### config.mk
export PLATFORM = sky130hd
export DESIGN_NAME = pipe_issue_sched
export DESIGN_NICKNAME = d
export VERILOG_FILES = /design/src/rtl/pipe_issue_sched.sv
export SDC_FILE = /design/constraint.sdc
export NUM_CORES = 1
export LEC_CHECK = 0
export ABC_CLOCK_PERIOD_IN_PS = 3000
export BUFFER_PORTS_ARGS = -buffer_cell sky130_fd_sc_hd__buf_4
export CAP_MARGIN = 10
export CORE_UTILIZATION = 53
export CTS_BUF_LIST = sky130_fd_sc_hd__clkbuf_4
export DETAILED_ROUTE_END_ITERATION = 8
export GPL_ROUTABILITY_DRIVEN = 0
export PLACE_DENSITY = 0.87
export SLEW_MARGIN = 20
export SYNTH_ARGS = -nofsm -noshare
export SYNTH_HDL_FRONTEND = slang
export SYNTH_SLANG_ARGS = --single-unit
### constraint.sdc
create_clock -name clk -period 3 [get_ports clk]
set_input_delay 0 -clock clk [delete_from_list [all_inputs] [get_ports clk]]
set_output_delay 0 -clock clk [all_outputs]
set_load 0.02 [all_outputs]
### src/rtl/pipe_issue_sched.sv
// ---------------------------------------------------------------------------
// pipe_issue_sched
//
// Two-requester issue scheduler for the 4-stage register/memory pipeline.
// Requesters A and B each offer one {func, rs1, rs2, rd, addr} instruction
// over a valid/ready handshake. A round-robin pointer picks between them
// when both can go. A shift scoreboard of in-flight destination registers
// holds back any instruction that reads a register still being written.
// The winner's fields are registered onto the iss_* outputs one edge later.
//
// Parameters
//   WB_LAT  cycles from issue until a producer's write is visible to a newly
//           issued reader (scoreboard depth, 1..8)
//   RW      register index width
//   AW      memory address width
//   FW      func code width
//
// Ports
//   clk, rst_n                   clock, async active-low reset
//   a_valid / a_ready            requester A handshake (ready = grant)
//   a_func/rs1/rs2/rd/addr       requester A instruction fields
//   b_*                          same for requester B
//   iss_valid                    issue fields carry a real instruction
//   iss_func/rs1/rs2/rd/addr     registered issue fields
//   iss_src                      0 = from A, 1 = from B
//   busy                         any scoreboard entry valid
//   stat_issue, stat_stall       saturating counters, only when the
//                                PIPE_ISSUE_STATS_EN macro is defined
//
// Round-robin pointer
//   state | meaning
//   PTR_A | A wins when both requesters are eligible
//   PTR_B | B wins when both requesters are eligible
// ---------------------------------------------------------------------------
module pipe_issue_sched #(
    parameter int WB_LAT = 3,
    parameter int RW     = 4,
    parameter int AW     = 8,
    parameter int FW     = 4
) (
    input  logic          clk,
    input  logic          rst_n,

    input  logic          a_valid,
    output logic          a_ready,
    input  logic [FW-1:0] a_func,
    input  logic [RW-1:0] a_rs1,
    input  logic [RW-1:0] a_rs2,
    input  logic [RW-1:0] a_rd,
    input  logic [AW-1:0] a_addr,

    input  logic          b_valid,
    output logic          b_ready,
    input  logic [FW-1:0] b_func,
    input  logic [RW-1:0] b_rs1,
    input  logic [RW-1:0] b_rs2,
    input  logic [RW-1:0] b_rd,
    input  logic [AW-1:0] b_addr,

    output logic          iss_valid,
    output logic [FW-1:0] iss_func,
    output logic [RW-1:0] iss_rs1,
    output logic [RW-1:0] iss_rs2,
    output logic [RW-1:0] iss_rd,
    output logic [AW-1:0] iss_addr,
    output logic          iss_src,
    output logic          busy
`ifdef PIPE_ISSUE_STATS_EN
    ,
    output logic [15:0]   stat_issue,
    output logic [15:0]   stat_stall
`endif
);

    typedef enum logic {
        PTR_A = 1'b0,
        PTR_B = 1'b1
    } ptr_e;

    ptr_e ptr_q, ptr_d;

    // Scoreboard: entry 0 is the instruction issued at the previous edge.
    logic [WB_LAT-1:0] sb_v_q, sb_v_d;
    logic [RW-1:0]     sb_rd_q [WB_LAT];
    logic [RW-1:0]     sb_rd_d [WB_LAT];

    logic          iss_valid_q, iss_valid_d;
    logic [FW-1:0] iss_func_q,  iss_func_d;
    logic [RW-1:0] iss_rs1_q,   iss_rs1_d;
    logic [RW-1:0] iss_rs2_q,   iss_rs2_d;
    logic [RW-1:0] iss_rd_q,    iss_rd_d;
    logic [AW-1:0] iss_addr_q,  iss_addr_d;
    logic          iss_src_q,   iss_src_d;

    logic haz_a, haz_b;
    logic elig_a, elig_b;
    logic gnt_a, gnt_b, gnt_any;

    // Hazard detection. The oldest entry is excluded: its regbank write lands
    // in the same cycle a reader granted now reaches the read stage, so a
    // producer issued at edge k releases its consumer for edge k+WB_LAT.
    always_comb begin
        haz_a = 1'b0;
        haz_b = 1'b0;
        for (int i = 0; i < WB_LAT - 1; i++) begin
            if (sb_v_q[i]) begin
                if ((a_rs1 == sb_rd_q[i]) || (a_rs2 == sb_rd_q[i])) begin
                    haz_a = 1'b1;
                end
                if ((b_rs1 == sb_rd_q[i]) || (b_rs2 == sb_rd_q[i])) begin
                    haz_b = 1'b1;
                end
            end
        end
    end

    // Arbitration. rst_n gates eligibility so nothing is accepted while the
    // block is held in reset.
    always_comb begin
        elig_a  = rst_n & a_valid & ~haz_a;
        elig_b  = rst_n & b_valid & ~haz_b;
        gnt_a   = elig_a & (~elig_b | (ptr_q == PTR_A));
        gnt_b   = elig_b & (~elig_a | (ptr_q == PTR_B));
        gnt_any = gnt_a | gnt_b;

        ptr_d = ptr_q;
        if (gnt_a) begin
            ptr_d = PTR_B;
        end else if (gnt_b) begin
            ptr_d = PTR_A;
        end
    end

    assign a_ready = gnt_a;
    assign b_ready = gnt_b;

    // Issue register and scoreboard next state.
    always_comb begin
        iss_valid_d = gnt_any;
        iss_func_d  = iss_func_q;
        iss_rs1_d   = iss_rs1_q;
        iss_rs2_d   = iss_rs2_q;
        iss_rd_d    = iss_rd_q;
        iss_addr_d  = iss_addr_q;
        iss_src_d   = iss_src_q;

        if (gnt_a) begin
            iss_func_d = a_func;
            iss_rs1_d  = a_rs1;
            iss_rs2_d  = a_rs2;
            iss_rd_d   = a_rd;
            iss_addr_d = a_addr;
            iss_src_d  = 1'b0;
        end else if (gnt_b) begin
            iss_func_d = b_func;
            iss_rs1_d  = b_rs1;
            iss_rs2_d  = b_rs2;
            iss_rd_d   = b_rd;
            iss_addr_d = b_addr;
            iss_src_d  = 1'b1;
        end

        sb_v_d     = '0;
        sb_v_d[0]  = gnt_any;
        sb_rd_d[0] = gnt_a ? a_rd : b_rd;
        for (int i = 1; i < WB_LAT; i++) begin
            sb_v_d[i]  = sb_v_q[i-1];
            sb_rd_d[i] = sb_rd_q[i-1];
        end
    end

    always_ff @(posedge clk or negedge rst_n) begin
        if (!rst_n) begin
            ptr_q       <= PTR_A;
            sb_v_q      <= '0;
            for (int i = 0; i < WB_LAT; i++) begin
                sb_rd_q[i] <= '0;
            end
            iss_valid_q <= 1'b0;
            iss_func_q  <= '0;
            iss_rs1_q   <= '0;
            iss_rs2_q   <= '0;
            iss_rd_q    <= '0;
            iss_addr_q  <= '0;
            iss_src_q   <= 1'b0;
        end else begin
            ptr_q       <= ptr_d;
            sb_v_q      <= sb_v_d;
            for (int i = 0; i < WB_LAT; i++) begin
                sb_rd_q[i] <= sb_rd_d[i];
            end
            iss_valid_q <= iss_valid_d;
            iss_func_q  <= iss_func_d;
            iss_rs1_q   <= iss_rs1_d;
            iss_rs2_q   <= iss_rs2_d;
            iss_rd_q    <= iss_rd_d;
            iss_addr_q  <= iss_addr_d;
            iss_src_q   <= iss_src_d;
        end
    end

    assign iss_valid = iss_valid_q;
    assign iss_func  = iss_func_q;
    assign iss_rs1   = iss_rs1_q;
    assign iss_rs2   = iss_rs2_q;
    assign iss_rd    = iss_rd_q;
    assign iss_addr  = iss_addr_q;
    assign iss_src   = iss_src_q;
    assign busy      = |sb_v_q;

`ifdef PIPE_ISSUE_STATS_EN
    logic [15:0] stat_issue_q, stat_issue_d;
    logic [15:0] stat_stall_q, stat_stall_d;
    logic        stall_evt;

    // A hazarded requester can never be granted, so any valid hazarded
    // requester counts as a stalled cycle.
    always_comb begin
        stall_evt    = (a_valid & haz_a) | (b_valid & haz_b);
        stat_issue_d = stat_issue_q;
        stat_stall_d = stat_stall_q;
        if (gnt_any && (stat_issue_q != 16'hFFFF)) begin
            stat_issue_d = stat_issue_q + 16'd1;
        end
        if (stall_evt && (stat_stall_q != 16'hFFFF)) begin
            stat_stall_d = stat_stall_q + 16'd1;
        end
    end

    always_ff @(posedge clk or negedge rst_n) begin
        if (!rst_n) begin
            stat_issue_q <= '0;
            stat_stall_q <= '0;
        end else begin
            stat_issue_q <= stat_issue_d;
            stat_stall_q <= stat_stall_d;
        end
    end

    assign stat_issue = stat_issue_q;
    assign stat_stall = stat_stall_q;
`endif

endmodule

==> results of run 1 <==
[power by group]
group / internal [mW] / switching (mW) / total [mW] / leakage [nW]
Sequential: 0.592 / 0.0918 / 0.684 / 0.413
Combinational: 0.354 / 0.374 / 0.728 / 1.30
Clock: 0.0943 / 0.175 / 0.269 / 0.0292
[critical path, delay by kind of cell (launching register included)]
| family | cells | cell delay (ns) |
|---|---|---|
| simple gates | 2 | 0.65 |
| compound gates | 3 | 0.70 |
| xor+xnor | 1 | 0.22 |
| flops | 1 | 0.48 |
| buf+inv | 2 | 0.91 |
[per-stage QoR]
stage               total power [mW]  cells  area, um2
floorplan                     0.9449    203       1967
global placement               1.183    324       2618
detailed placement             1.198    324       2618
CTS                            1.562    384       3197
global route                   1.729    383       3223
finish                         1.682    383       3223
[registers in the layout (all words and copies together) (netlist names)]
register,count
iss_src,1
sb_rd_d,8
iss_rd,4
iss_rs1,4
ptr_q,1
iss_addr,8
iss_rs2,4
sb_v_q,3
iss_func,4
[layer usage]
metal / vias to the layer above / part of all wire
met5: - / 0
met4: 0 / 0.062
met3: 66 / 0.13
met2: 243 / 0.48
met1: 1079 / 0.33
li1: 931 / -
[cells in the final DEF, fill, tap and decap left out]
cell	count
o21ai_2	2
a21boi_4	1
clkbuf_4	6
a21oi_1	1
nor2b_1	1
buf_12	1
inv_1	74
o21ai_0	1
nand3_2	1
nand4bb_1	1
nand4_1	1
xor2_1	32
or3_1	1
dfrtp_2	3
a222oi_1	24
and3_4	1
clkinv_1	1
nand2_1	1
and2_1	1
buf_4	82
nor2b_4	1
o21ai_1	1
nor4_1	7
nor4_2	1
mux2i_1	4
dfrtp_1	34
a21bo_2	1
dlygate4sd3_1	52
[what timing repair did]
action,CTS,global route
setup buffers,0,0
hold buffers,53,0
hold endpoints to repair,65,0
resized for setup,0,11
setup endpoints to repair,0,23
[kinds of logic (layout without fill, tap and decap cells)]
kind of cell / Yosys count / after routing
buffers and inverters: 82 / 216
multiplexers: 4 / 4
AND/OR/NAND/NOR: 17 / 17
AO/OA/AOI/OAI: 31 / 31
flip-flops: 37 / 37
XOR/XNOR: 32 / 32
[synthesized netlist by cell type (all sizes together)]
cell type | instances | area, um2
nor2b | 2 | 12.51
a21oi | 1 | 5.000
or3 | 1 | 6.260
nand3 | 1 | 5.000
and3 | 1 | 6.260
nand2 | 1 | 3.750
buf | 8 | 45.04
nand4 | 1 | 6.260
nand4bb | 1 | 11.26
a21boi | 1 | 11.26
inv | 74 | 277.8
and2 | 1 | 6.260
dfrtp | 37 | 925.9
o21ai | 4 | 23.77
a21bo | 1 | 10.01
mux2i | 4 | 40.04
a222oi | 24 | 240.2
xor2 | 32 | 280.3
nor4 | 8 | 50.05
[worst max-delay path by stage]
| stage | startpoint | endpoint | slack [ns] | cells after the start |
|---|---|---|---|---|
| CTS | sb_rd_d[1] | iss_addr[5] | 0.11 | 8 |
| global placement | sb_rd_d[0] | iss_addr[2] | 0.69 | 7 |
| detailed placement | sb_rd_d[1] | iss_addr[5] | 0.67 | 7 |
| global route | sb_rd_d[1] | iss_addr[0] | -0.07 | 8 |
| finish | sb_rd_d[1] | iss_func[1] | -0.08 | 8 |
| floorplan | sb_rd_d[6] | iss_func[3] | 1.11 | 7 |
[layout make-up]
type | instances | area (um2) | area share
inverter | 74 | 277.8 | 0.08618
multi-input combinational | 84 | 753.2 | 0.2337
sequential | 37 | 929.6 | 0.2884
timing repair buffer | 135 | 1156 | 0.3587
tap | 46 | 57.56 | 0.01786
clock inverter | 1 | 3.754 | 0.001165
clock buffer | 6 | 45.04 | 0.01398
==> summary.md, run 1 <==
| Metric | Value |
|---|---|
| Post-synthesis simple-gate area fraction | `0.05471` |
| Hold WS | `0.04766 ns` |
| CTS tree | `built` |
| Compound-cell area share of the yosys netlist | `0.1476` |
| I/O Pins | `81` |
| Slowest-stage cell, CP | `dlygate4sd3_1` |
| CP Class | `reg -> reg` |
| ANT nets after route | `0` |
| Post-DP HPWL | `between 3000 and 4000 um` |
| 1st-pass router iterations | `9` |
| Hold Path End | `iss_addr[3]` |
| Crit path DAT | `3.33 ns` |
| Met1 Resource Use GR | `0.4958` |
| Reg2reg end | `iss_func[1]` |
| Synth Area in Adders | `0` |
| Max frequency | `between 0.3 and 0.4 GHz` |
| Final Cycle Share | `1.028` |
| Met2 Use GR | `0.7366` |
| Mean Syn Cell Area | `between 9 and 10 um2` |
| Layout cell share with drive strength beyond 1 | `0.2967` |
| Max Cap Violations | `0` |
| Gr busiest metal | `met2` |
| Final core utilization | `0.9364` |
| Via density | `approximately 6` |
| Clock skew | `0.01268 ns` |
| Root Driver | `clkbuf_4` |
| Power density over the cells | `about 520 nW/um2` |
| CORE AREA | `between 3000 and 4000 um2` |
| Post-Synth XOR/XNOR Area | `0.1425` |
| 1st-iter DRT viols | `about 460` |
| Clk slew on worst S/H paths | `0.12 ns` |
| Fin nets | `389` |
| Die Width | `roughly 63 um` |
| H-tree depth | `2` |
| P_leak | `between 1.5 and 2 nW` |
| # fillers | `between 100 and 150` |
| CP Launch Type | `flop` |
| Synth cell types | `22` |
| Row cnt | `21` |
| Worst slack, placed | `between 0.6 and 0.7 ns` |
| Critical path endpoint category | `flop` |
| Reg-to-reg startpoint | `sb_rd_d[1]` |
| Setup_tns | `-0.8256 ns` |
| Port bufs | `80` |
| WL final | `8632 um` |
| Post-DR wirelength/cell | `roughly 23 um` |
| Area growth syn-to-layout | `63.87%` |
| Ys Warns | `0` |
| Post-synthesis sequential area ratio | `0.4707` |
| Vias post-DR | `approximately 2300` |
| GRT met3 Usage | `0.1077` |
| Hold_sp | `a_addr[3]` |
| Skew-Pair Late Insertion Delay | `around 0.36 ns` |
| First-pass GRT wire length | `between 10000 and 15000 um` |
| Final setup violation count | `15` |
| Crit path max fanout | `19` |
| Mapped Nets | `between 200 and 300` |
| Hold path cells | `3` |
| CTS sink count | `37` |
| Hold WC Path Type | `in -> reg` |
| Vias in the first global route | `about 2400` |
| Crit path required time | `roughly 3.2 ns` |
| Clock buffer depth | `2` |
| Mapped Cells | `between 200 and 250` |
| Worst-path cell chain | `xor2_1 -> nor4_1 -> o21ai_0 -> nand3_2 -> a21boi_4 -> buf_4 -> a222oi_1 -> dlygate4sd3_1` |
| Largest net degree at the start of global routing | `40` |
| Fin worst setup slack | `-0.08281 ns` |
| Yosys reg bits | `37` |
| GRT Total Usage | `0.4379` |
| Slowest stage delay, CP | `just under 0.6 ns` |
| Failing checks | `design-rule violations, negative setup slack` |
| Initial Util | `0.5714` |
| Outcome | `finished with violations` |
| Num CTS Buffers | `5` |
| R2r worst-path depth | `8` |
| Reg2reg setup slack | `-0.08 ns` |
| GR Overflow Total | `0` |
| Final max-slew violation count | `0` |
| Die H | `~63 um` |
| Worst VDD drop | `~0.40 mV` |
| DRC | `8` |
| Antenna violations before repair | `0` |
| Hold Fails Final Rpt | `0` |
| Largest family of logic cells by synthesized area | `buffers and inverters` |
| Slew of the pin with the lowest slew margin | `0.4981 ns` |
| Min cycle time layout | `around 3.1 ns` |
| N_diodes | `0` |
| Worst slew margin | `0.6680` |
| Die area | `between 3000 and 4000 um2` |
| Multiplexer share of the synthesized area | `0.02036` |
| Mapped cell area | `between 1500 and 2000 um2` |
Power figures use the tool's default switching activity.
==> inputs of run 2 (changes only) <==
- ABC_CLOCK_PERIOD_IN_PS: 3000 -> 2600
- CORE_UTILIZATION: 53 -> 40
- PLACE_DENSITY: 0.87 -> 0.71
- clock period: 3 -> 2.6 ns (I/O delays scaled with it)
==> run 2 against run 1 <==
Sequential share of layout area shrank 0.12 points. Via count fell by 17%. Global-route usage is 22 points lower. The flow now finishes without violations. Highest routed layer unchanged. Register-to-register slack improved by 0.50 ns. Count of clock-buffer cells in the layout decreased by 1. Clock skew increased by 0.0039 ns. Non-clock buffer count stayed put. Clock power increased by 46%. First-iteration DRC count shrank 65%. Critical path depth shrank 1. Die area up 31%. Combinational power fell by 8.5%.
==> summary.md, run 2 (synthesis results as in run 1) <==
| Metric | Value |
|---|---|
| CP Class | `reg -> out` |
| Post-CTS resize count | `0` |
| Crit path required time | `2.60 ns` |
| Most used cell, CP | `buf_4` |
| Slew of the pin with the lowest slew margin | `between 0.3 and 0.4 ns` |
| Total power | `between 1.5 and 2 mW` |
| Num CTS Buffers | `5` |
| Fin worst setup slack | `between 0.2 and 0.25 ns` |
| Initial Util | `0.4164` |
| Power density over the cells | `~570 nW/um2` |
| I/O Pins | `slightly above 80` |
| Commonest non-fill, non-tap cell in the layout | `buf_4` |
| Port bufs | `80` |
| Max Cap Violations | `0` |
| Post-DP HPWL | `~3500 um` |
| Clk slew on worst S/H paths | `~0.12 ns` |
| Final max-slew violation count | `0` |
| Hold WS | `around 0.020 ns` |
| # fillers | `about 380` |
| Min cycle time layout | `2.388 ns` |
| Layout cell share with drive strength beyond 1 | `0.2870` |
| CP Launch Type | `flop` |
| Final setup violation count | `0` |
| 1st-pass router iterations | `5` |
| Vias post-DR | `between 1500 and 2000` |
| Slowest-stage cell, CP | `dfrtp_1` |
| Root Driver | `clkbuf_4` |
| CTS sink count | `37` |
| RSZ-0062 raised after global routing | `no` |
| Buf+Inv Stages, Crit Path | `2` |
| DRC | `0` |
| Worst-path cell chain | `xor2_1 -> nor4_1 -> o21ai_2 -> nand4bb_1 -> nor2b_2 -> buf_4 -> buf_4` |
| Crit path DAT | `roughly 2.4 ns` |
| WL final | `5345 um` |
| Most frequent cells in the layout | `buf_4 (86), inv_1 (74), dlygate4sd3_1 (49)` |
| Max frequency | `~0.42 GHz` |
| 1st-iter DRT viols | `~160` |
| Vias in the first global route | `1884` |
| Largest net degree at the start of global routing | `26` |
| Outcome | `complete, no violations` |
| Slowest stage delay, CP | `~0.46 ns` |
| ANT nets after route | `0` |
| Hold Fails Final Rpt | `0` |
| Reg area | `between 900 and 1000 um2` |
| Critical path endpoint category | `output pin` |
| Die Width | `a little over 70 um` |
| Hold WC Path Type | `in -> async` |
| Worst slew margin | `0.7484` |
| Worst slack, placed | `about 0.43 ns` |
| Footprint of the multi-input gates | `720.7 um2` |
| Row cnt | `25` |
| Final Cycle Share | `0.9185` |
| Via density | `around 4.8` |
| CORE AREA | `4723 um2` |
| Post-DR wirelength/cell | `between 10 and 15 um` |
| Clock skew | `0.01658 ns` |
| Setup_tns | `0 ns` |
| Worst VDD drop | `0.4022 mV` |
| Clock buffer depth | `2` |
| CTS tree | `built` |
| Stages on worst setup path | `7` |
| Fin nets | `389` |
| First-pass GRT wire length | `8590 um` |
| P_leak | `~1.8 nW` |
| Largest delay share family, worst path | `simple AND/OR/NAND/NOR gates` |
| GR Overflow Total | `0` |
| Crit path max fanout | `9` |
| GRT Total Usage | `0.2175` |
| N_diodes | `0` |
| Skew-Pair Late Insertion Delay | `0.36 ns` |
| H-tree depth | `2` |
| Die H | `around 72 um` |
| Antenna violations before repair | `0` |
| R2r worst-path depth | `7` |
| Die area | `between 5000 and 6000 um2` |
| Area growth syn-to-layout | `63.87%` |
run 2: cell count changes in the layout (fill, tap and decap cells not counted), sizes merged:
cell / delta
buf: +3
clkinvlp: +1
dlygate4sd3: -3
bufinv: +1
clkbuf: -1
run 2: metal layers:
| layer | track usage | share of wire | vias up | routed length [um] |
|---|---|---|---|---|
| li1 | - | - | 931 | - |
| met1 | 0.2700 | 0.40 | 902 | 2146 |
| met2 | 0.3749 | 0.53 | 85 | 2811 |
| met3 | 0.03750 | 0.059 | 6 | 317 |
| met4 | 0.08932 | 0.013 | 0 | 70 |
| met5 | 0 | 0 | - | 0 |
run 2: layout make-up:
| class | count | share of cell area |
|---|---|---|
| Timing Repair Buffer | 135 | 0.3525 |
| Multi-Input combinational cell | 84 | 0.2236 |
| Inverter | 74 | 0.08618 |
| Clock inverter | 3 | 0.01281 |
| Sequential cell | 37 | 0.2873 |
| Clock buffer | 5 | 0.01165 |
| Tap cell | 67 | 0.02601 |
run 2: metrics by stage:
step / util / cell area, um2 / instances
CTS: 0.6824 / 3223 / 405
global placement: 0.5619 / 2654 / 348
floorplan: - / 1967 / 203
finish: 0.6824 / 3223 / 405
detailed placement: 0.5619 / 2654 / 348
global route: 0.6824 / 3223 / 405
run 2: power by group:
| part | switching [mW] | internal (mW) | leakage, nW |
|---|---|---|---|
| combinational | 0.332 | 0.335 | 1.30 |
| clock | 0.195 | 0.199 | 0.0389 |
| sequential | 0.0809 | 0.682 | 0.416 |
| total | 0.608 | 1.22 | 1.75 |
run 2: what timing repair did:
item,CTS,global route
hold buffers,49,0
setup buffers,0,0
hold endpoints to repair,65,0
run 2: final timing paths:
check	slack [ns]	endpoint	start
worst max-delay path	0.21	b_ready	sb_rd_d[0]
worst min-delay path	0.02	iss_addr[1]	rst_n
worst max register to register	0.42	iss_func[2]	sb_rd_d[5]
worst min register to register	0.46	sb_v_q[1]	sb_v_q[0]
max in group asynchronous	2.01	iss_rs2[0]	rst_n
min in group clk	0.21	iss_src	b_valid
run 2: worst reg2reg max path: stages (launching register included):
cell and delay, ns:
dfrtp_1 0.49, xor2_1 0.19, nor4_1 0.36, o21ai_0 0.18
nand3_1 0.20, nor2b_2 0.13, buf_4 0.20, a222oi_1 0.31
